**src/rtl/cpu_pkg.sv**
```systemverilog
// Shared CPU definitions: datapath width, the canonical NOP encoding and the
// fetch-stage state type.
package cpu_pkg;

  localparam int XLEN = 32;
  localparam logic [XLEN-1:0] NOP_INSTR = 32'h0000_0013;

  typedef enum logic [1:0] {
    S_IDLE  = 2'd0,
    S_FETCH = 2'd1,
    S_DRAIN = 2'd2,
    S_HOLD  = 2'd3
  } fetch_state_t;

endpackage

```
**src/rtl/fetch_unit.sv**
```systemverilog
// Instruction-fetch stage: owns the PC, runs the imem request/ready handshake and
// presents IF_instruction / IF_pcplus4 combinationally to the IF/ID register.
//
// Handshake: imem_req is valid-like and depends only on registered state; a
// request completes on any cycle where imem_req=1 and imem_ready=1, and imem_addr
// is held stable (it is always the PC) until that cycle.
module fetch_unit
  import cpu_pkg::*;
#(
  parameter logic [31:0] RESET_PC = 32'h0000_0000
) (
  input  logic        clk,
  input  logic        rst,
  input  logic        pc_write,
  input  logic        branch_taken,
  input  logic [31:0] branch_target,
  output logic        imem_req,
  output logic [31:0] imem_addr,
  input  logic        imem_ready,
  input  logic [31:0] imem_rdata,
  output logic [31:0] IF_instruction,
  output logic [31:0] IF_pcplus4,
  output logic        if_valid,
  output logic [1:0]  dbg_state
);

  fetch_state_t         r_state;
  fetch_state_t         w_next_state;
  logic [XLEN-1:0]      r_pc;
  logic [XLEN-1:0]      r_hold_buf;
  logic [XLEN-1:0]      r_redirect_tgt;
  logic [XLEN-1:0]      w_next_pc;
  logic [XLEN-1:0]      w_next_hold;
  logic [XLEN-1:0]      w_next_rtgt;
  logic [XLEN-1:0]      w_target;
  logic [XLEN-1:0]      w_pc_plus4;

  assign w_target   = branch_target & ~32'h3;
  assign w_pc_plus4 = r_pc + 32'd4;
  assign imem_addr  = r_pc;
  assign IF_pcplus4 = w_pc_plus4;
  assign dbg_state  = r_state;

  always_ff @(posedge clk or posedge rst) begin
    if (rst) begin
      r_state        <= S_IDLE;
      r_pc           <= RESET_PC;
      r_hold_buf     <= NOP_INSTR;
      r_redirect_tgt <= '0;
    end else begin
      r_state        <= w_next_state;
      r_pc           <= w_next_pc;
      r_hold_buf     <= w_next_hold;
      r_redirect_tgt <= w_next_rtgt;
    end
  end

  always_comb begin
    w_next_state   = r_state;
    w_next_pc      = r_pc;
    w_next_hold    = r_hold_buf;
    w_next_rtgt    = r_redirect_tgt;
    imem_req       = 1'b0;
    if_valid       = 1'b0;
    IF_instruction = NOP_INSTR;
    case (r_state)
      S_IDLE: begin
        if (branch_taken) w_next_pc = w_target;
        w_next_state = S_FETCH;
      end
      S_FETCH: begin
        imem_req = 1'b1;
        if (imem_ready) begin
          if (branch_taken) begin
            w_next_pc = w_target;
          end else begin
            if_valid       = 1'b1;
            IF_instruction = imem_rdata;
            if (pc_write) begin
              w_next_pc = w_pc_plus4;
            end else begin
              w_next_hold  = imem_rdata;
              w_next_state = S_HOLD;
            end
          end
        end else if (branch_taken) begin
          // The in-flight request cannot be withdrawn; remember where to go once it lands.
          w_next_rtgt  = w_target;
          w_next_state = S_DRAIN;
        end
      end
      S_DRAIN: begin
        imem_req = 1'b1;
        if (branch_taken) w_next_rtgt = w_target;
        if (imem_ready) begin
          w_next_pc    = branch_taken ? w_target : r_redirect_tgt;
          w_next_state = S_FETCH;
        end
      end
      S_HOLD: begin
        if (branch_taken) begin
          w_next_pc    = w_target;
          w_next_state = S_FETCH;
        end else begin
          if_valid       = 1'b1;
          IF_instruction = r_hold_buf;
          if (pc_write) begin
            w_next_pc    = w_pc_plus4;
            w_next_state = S_FETCH;
          end
        end
      end
      default: w_next_state = S_IDLE;
    endcase
  end

endmodule
```
**config.mk**
```make
export PLATFORM = sky130hd
export DESIGN_NAME = fetch_unit
export DESIGN_NICKNAME = d
export VERILOG_FILES = /design/src/rtl/cpu_pkg.sv /design/src/rtl/fetch_unit.sv
export SDC_FILE = /design/constraint.sdc
export NUM_CORES = 1
export LEC_CHECK = 0
export ABC_CLOCK_PERIOD_IN_PS = 4000
export BUFFER_PORTS_ARGS = -buffer_cell sky130_fd_sc_hd__buf_2
export CAP_MARGIN = 20
export CORE_UTILIZATION = 52
export CTS_BUF_LIST = sky130_fd_sc_hd__clkbuf_8 sky130_fd_sc_hd__clkbuf_16
export CTS_CLUSTER_DIAMETER = 200
export DETAILED_ROUTE_END_ITERATION = 10
export PLACE_DENSITY = 0.83
export SETUP_SLACK_MARGIN = 0.05
export SYNTH_ARGS = -nofsm -noshare
export SYNTH_HDL_FRONTEND = slang
export SYNTH_SLANG_ARGS = --single-unit
```
**constraint.sdc**
```tcl
create_clock -name clk -period 4 [get_ports clk]
set_clock_uncertainty 0.15 [all_clocks]
set_input_delay 0.2 -clock clk [delete_from_list [all_inputs] [get_ports clk]]
set_output_delay 0.2 -clock clk [all_outputs]
set_load 0.1 [all_outputs]
```
==> key figures <==
Setup path
  • Crit path DAT: 2.93 ns
  • Start-to-end type of the worst setup path: flip-flop to output pin
  • Kind of end point of the critical path: output pin
  • Cell Chain, Critical Path: ha_1, and3_1, nand4_1, nor4_1, xor2_2, buf_2
  • Largest stage delay on the critical path: 0.73 ns
  • Kind of start point of the critical path: flip-flop
  • Master of the slowest instance on the critical path: nor4_1
  • Worst endpoint required time: 3.65 ns
  • Critical path peak fanout: 5

Finish
  • Antenna Cells: 0
  • Total Nets Final: 840
  • Relative area change from synthesis to final layout: 32.0%
  • Count of filler cells inserted in the layout: 764
  • Multi-input combinational cell area: 3050 sq um
  • Area occupied by registers: 2460 sq um
  • Share of layout cells above drive strength 1: 36.4%

Global route
  • Total congestion overflow: 0
  • First-pass GRT wire length: between 20000 and 30000 um
  • Vias in the first global route: 5680
  • Antenna violations before repair: 0
  • Total global-route track usage: between 30% and 40%
  • Pin count of the biggest net entering global routing: 69

Min path
  • Path class of the lowest-slack min-delay path: input pin to flip-flop

Route
  • Amount of wire on met3 after detailed routing: between 1500 and 2000 um
  • WL/cell: around 19 um
  • Top sig layer: met4
  • Routed vias: 5555
  • Metal-1 WL: 6690 um
  • Total wire length after detailed routing: 17400 um
  • Number of violations reported at the end of detailed-routing iteration 0: between 300 and 400
  • Number of nets with antenna violations after detailed routing: 0
  • DR DRC count: 0
  • Vias per Instance: ~6
  • Number of iterations in the first detailed-routing pass: 6
  • Detailed-routed wire length on met2: 8540 um

Floorplan
  • Floorplan die height: approximately 110 um
  • Horizontal extent of the die: ~110 um
  • Number of I/O pins: 169
  • Number of placement rows: 37
  • Area of the core: 10500 sq um
  • Initial cell density of the core: 54.1%
  • Area of the die: 11300 sq um

Clock network
  • Cts bufs inserted: 9
  • Cell at the root of the clock tree: clkbuf_8
  • Depth of the CTS H-tree: 3
  • Bufs on Longest Clock Path: 2
  • Clock transition at the register clock pins on the worst setup and hold paths after CTS: 0.09 ns
  • Clock Latency Late Sink: 0.37 ns
  • Clock net sink count: between 90 and 100
  • Post CTS Setup Buffer Count: 0
  • TritonCTS clock tree: done
  • Number of instances resized during post-cts repair: 0

Yosys
  • Largest area contributor in the netlist: dfrtp_1
  • Synthesized area per cell: 10.2 sq um
  • Number of enable flip-flop cells after synthesis: 0
  • Share of async-settable or async-resettable flops after synthesis: 100%
  • Netlist Area Pre-Place: 5660 sq um
  • Distinct cell type count after synthesis: 56
  • Number of cells produced by synthesis: between 500 and 600
  • Most frequently used flop master after synthesis: dfrtp_1
  • Syn Nets: 628
  • Area contributors post-synth: dfrtp_1, mux2_2, a22o_1
  • #FFs+latches synth: 98
  • Part of the Yosys area used for sequential elements: 43.4%
  • Fraction of synthesized cell area taken by the top area cell type: between 40% and 50%
  • Number of warnings reported in the yosys synthesis log: 0

STA
  • Maximum achievable frequency: 305 MHz
  • Finish-stage setup viols: 0
  • Final worst path period share: 82.0%
  • Hold violation total from the final report: 0
  • Clock period minus worst slack: 3.28 ns
  • Transition time at the pin with the least slew margin: 1.02 ns
  • Unrepaired setup endpoints after global routing: false
  • Total Negative Setup Slacks: 0 ns
  • Max-slew violation total from the final report: 0
  • Max-slew headroom: 31.8%

Placement
  • Global placement routability congestion: 0.840
  • HPWL reported at the end of detailed placement: 11100 um
  • Port bufs: 166

Run status
  • Outcome: finished clean

Job
  • Max-cap viol count: 0
==> cell families after synthesis <==
group	count (synthesis)	synth area share, %
AOI/OAI and AO/OA	167	21.4
and+or+nand+nor	136	13.2
DFF	98	43.4
muxes	62	12.3
buffers and inverters	56	4.09
xor gates and xnor gates	28	4.33
adders and majority gates	6	1.33
==> stage by stage <==
stage,util (%),hold WS [ns],instance area (sq um),cells,setup slack [ns]
finish,71.4,0.123,7470,906,0.719
global route,71.4,0.149,7470,906,0.561
CTS,71.4,0.114,7470,906,0.694
detailed placement,63.6,0.285,6660,827,1.11
global placement,63.6,0.284,6660,827,1.12
floorplan,-,0.201,5710,553,0.0210
==> worst max-delay path, delay by kind of cell, from the launching register on <==
family                   cells  cell delay, ns
AND/OR/NAND/NOR              3            1.31
flip-flops                   1            0.44
buffers and inverters        1            0.43
adder cells (fa/ha/maj)      1            0.23
XOR/XNOR                     1            0.15
==> path summary, 6_finish.rpt <==
kind / from / end / slack, ns / cells after the start
min: imem_ready / dbg_state[0]$_DFFE_PP0P_ / 0.12 / 3
min in group asynchronous: rst / r_redirect_tgt[12]$_DFFE_PP0P_ / 0.40 / 3
max in group asynchronous: rst / r_hold_buf[0]$_DFFE_PP1P_ / 2.35 / 4
max reg2reg: dbg_state[1]$_DFFE_PP0P_ / imem_addr[25]$_DFFE_PP0P_ / 1.18 / 7
max: imem_addr[2]$_DFFE_PP0P_ / IF_pcplus4[26] / 0.72 / 6
min reg2reg: imem_addr[0]$_DFFE_PP0P_ / imem_addr[0]$_DFFE_PP0P_ / 0.36 / 2
==> state kept, by name (all words and copies together), names as in the netlist <==
name,flops
r_redirect_tgt,32
r_hold_buf,32
imem_addr,32
dbg_state,2
==> Yosys cell counts, types with 4 or more instances <==
library cell,number
o31ai_1,10
dfrtp_1,95
clkbuf_1,25
xor2_1,8
and4_1,4
nor3_1,10
mux2_2,61
nor2_1,30
nand4_1,10
a221o_1,8
a21oi_1,25
o21a_1,5
o21ai_0,36
nand3_1,11
o2bb2ai_1,5
nor4_1,7
a221oi_1,10
nand2_1,25
inv_1,15
xnor2_1,20
and2_1,5
a22o_1,34
ha_1,6
nor2b_1,6
nand2b_1,9
buf_2,11
a22oi_1,8
and3_1,6
==> final cells by class <==
type / count / share of cell area [%]
clock inverters: 7 / 0.837
multi-input cells: 399 / 40.8
repair buffers: 241 / 20.8
well taps: 136 / 2.28
clock buffers: 9 / 1.66
flip-flops and latches: 98 / 32.9
inverters: 16 / 0.837
==> layout by cell type (no fill, tap or decap), drive strengths merged, types with 10 or more instances in the layout <==
cell,Yosys,layout
a21oi,25,25
a221oi,10,10
a22o,34,34
buf,15,178
dfrtp,95,95
dlygate4sd3,0,63
inv,15,17
mux2,61,61
nand2,25,25
nand3,13,13
nand4,11,11
nor2,30,30
nor3,10,10
o21ai,37,37
o31ai,10,10
xnor2,20,20
==> metal layers <==
metal	up-vias	GRT usage [%]
met3	66	7.91
met2	308	55.0
li1	2483	-
met5	-	0
met4	0	14.5
met1	2698	36.8
==> repair_timing <==
| item | in CTS | in global routing |
|---|---|---|
| endpoints found under the hold margin | 135 | 0 |
| endpoints found under the setup margin | 0 | 0 |
| hold buffers | 63 | 0 |
Power is left out: the tool's default activity adds up to more than one toggle a clock period on the data nets, which glitch-free logic cannot reach.
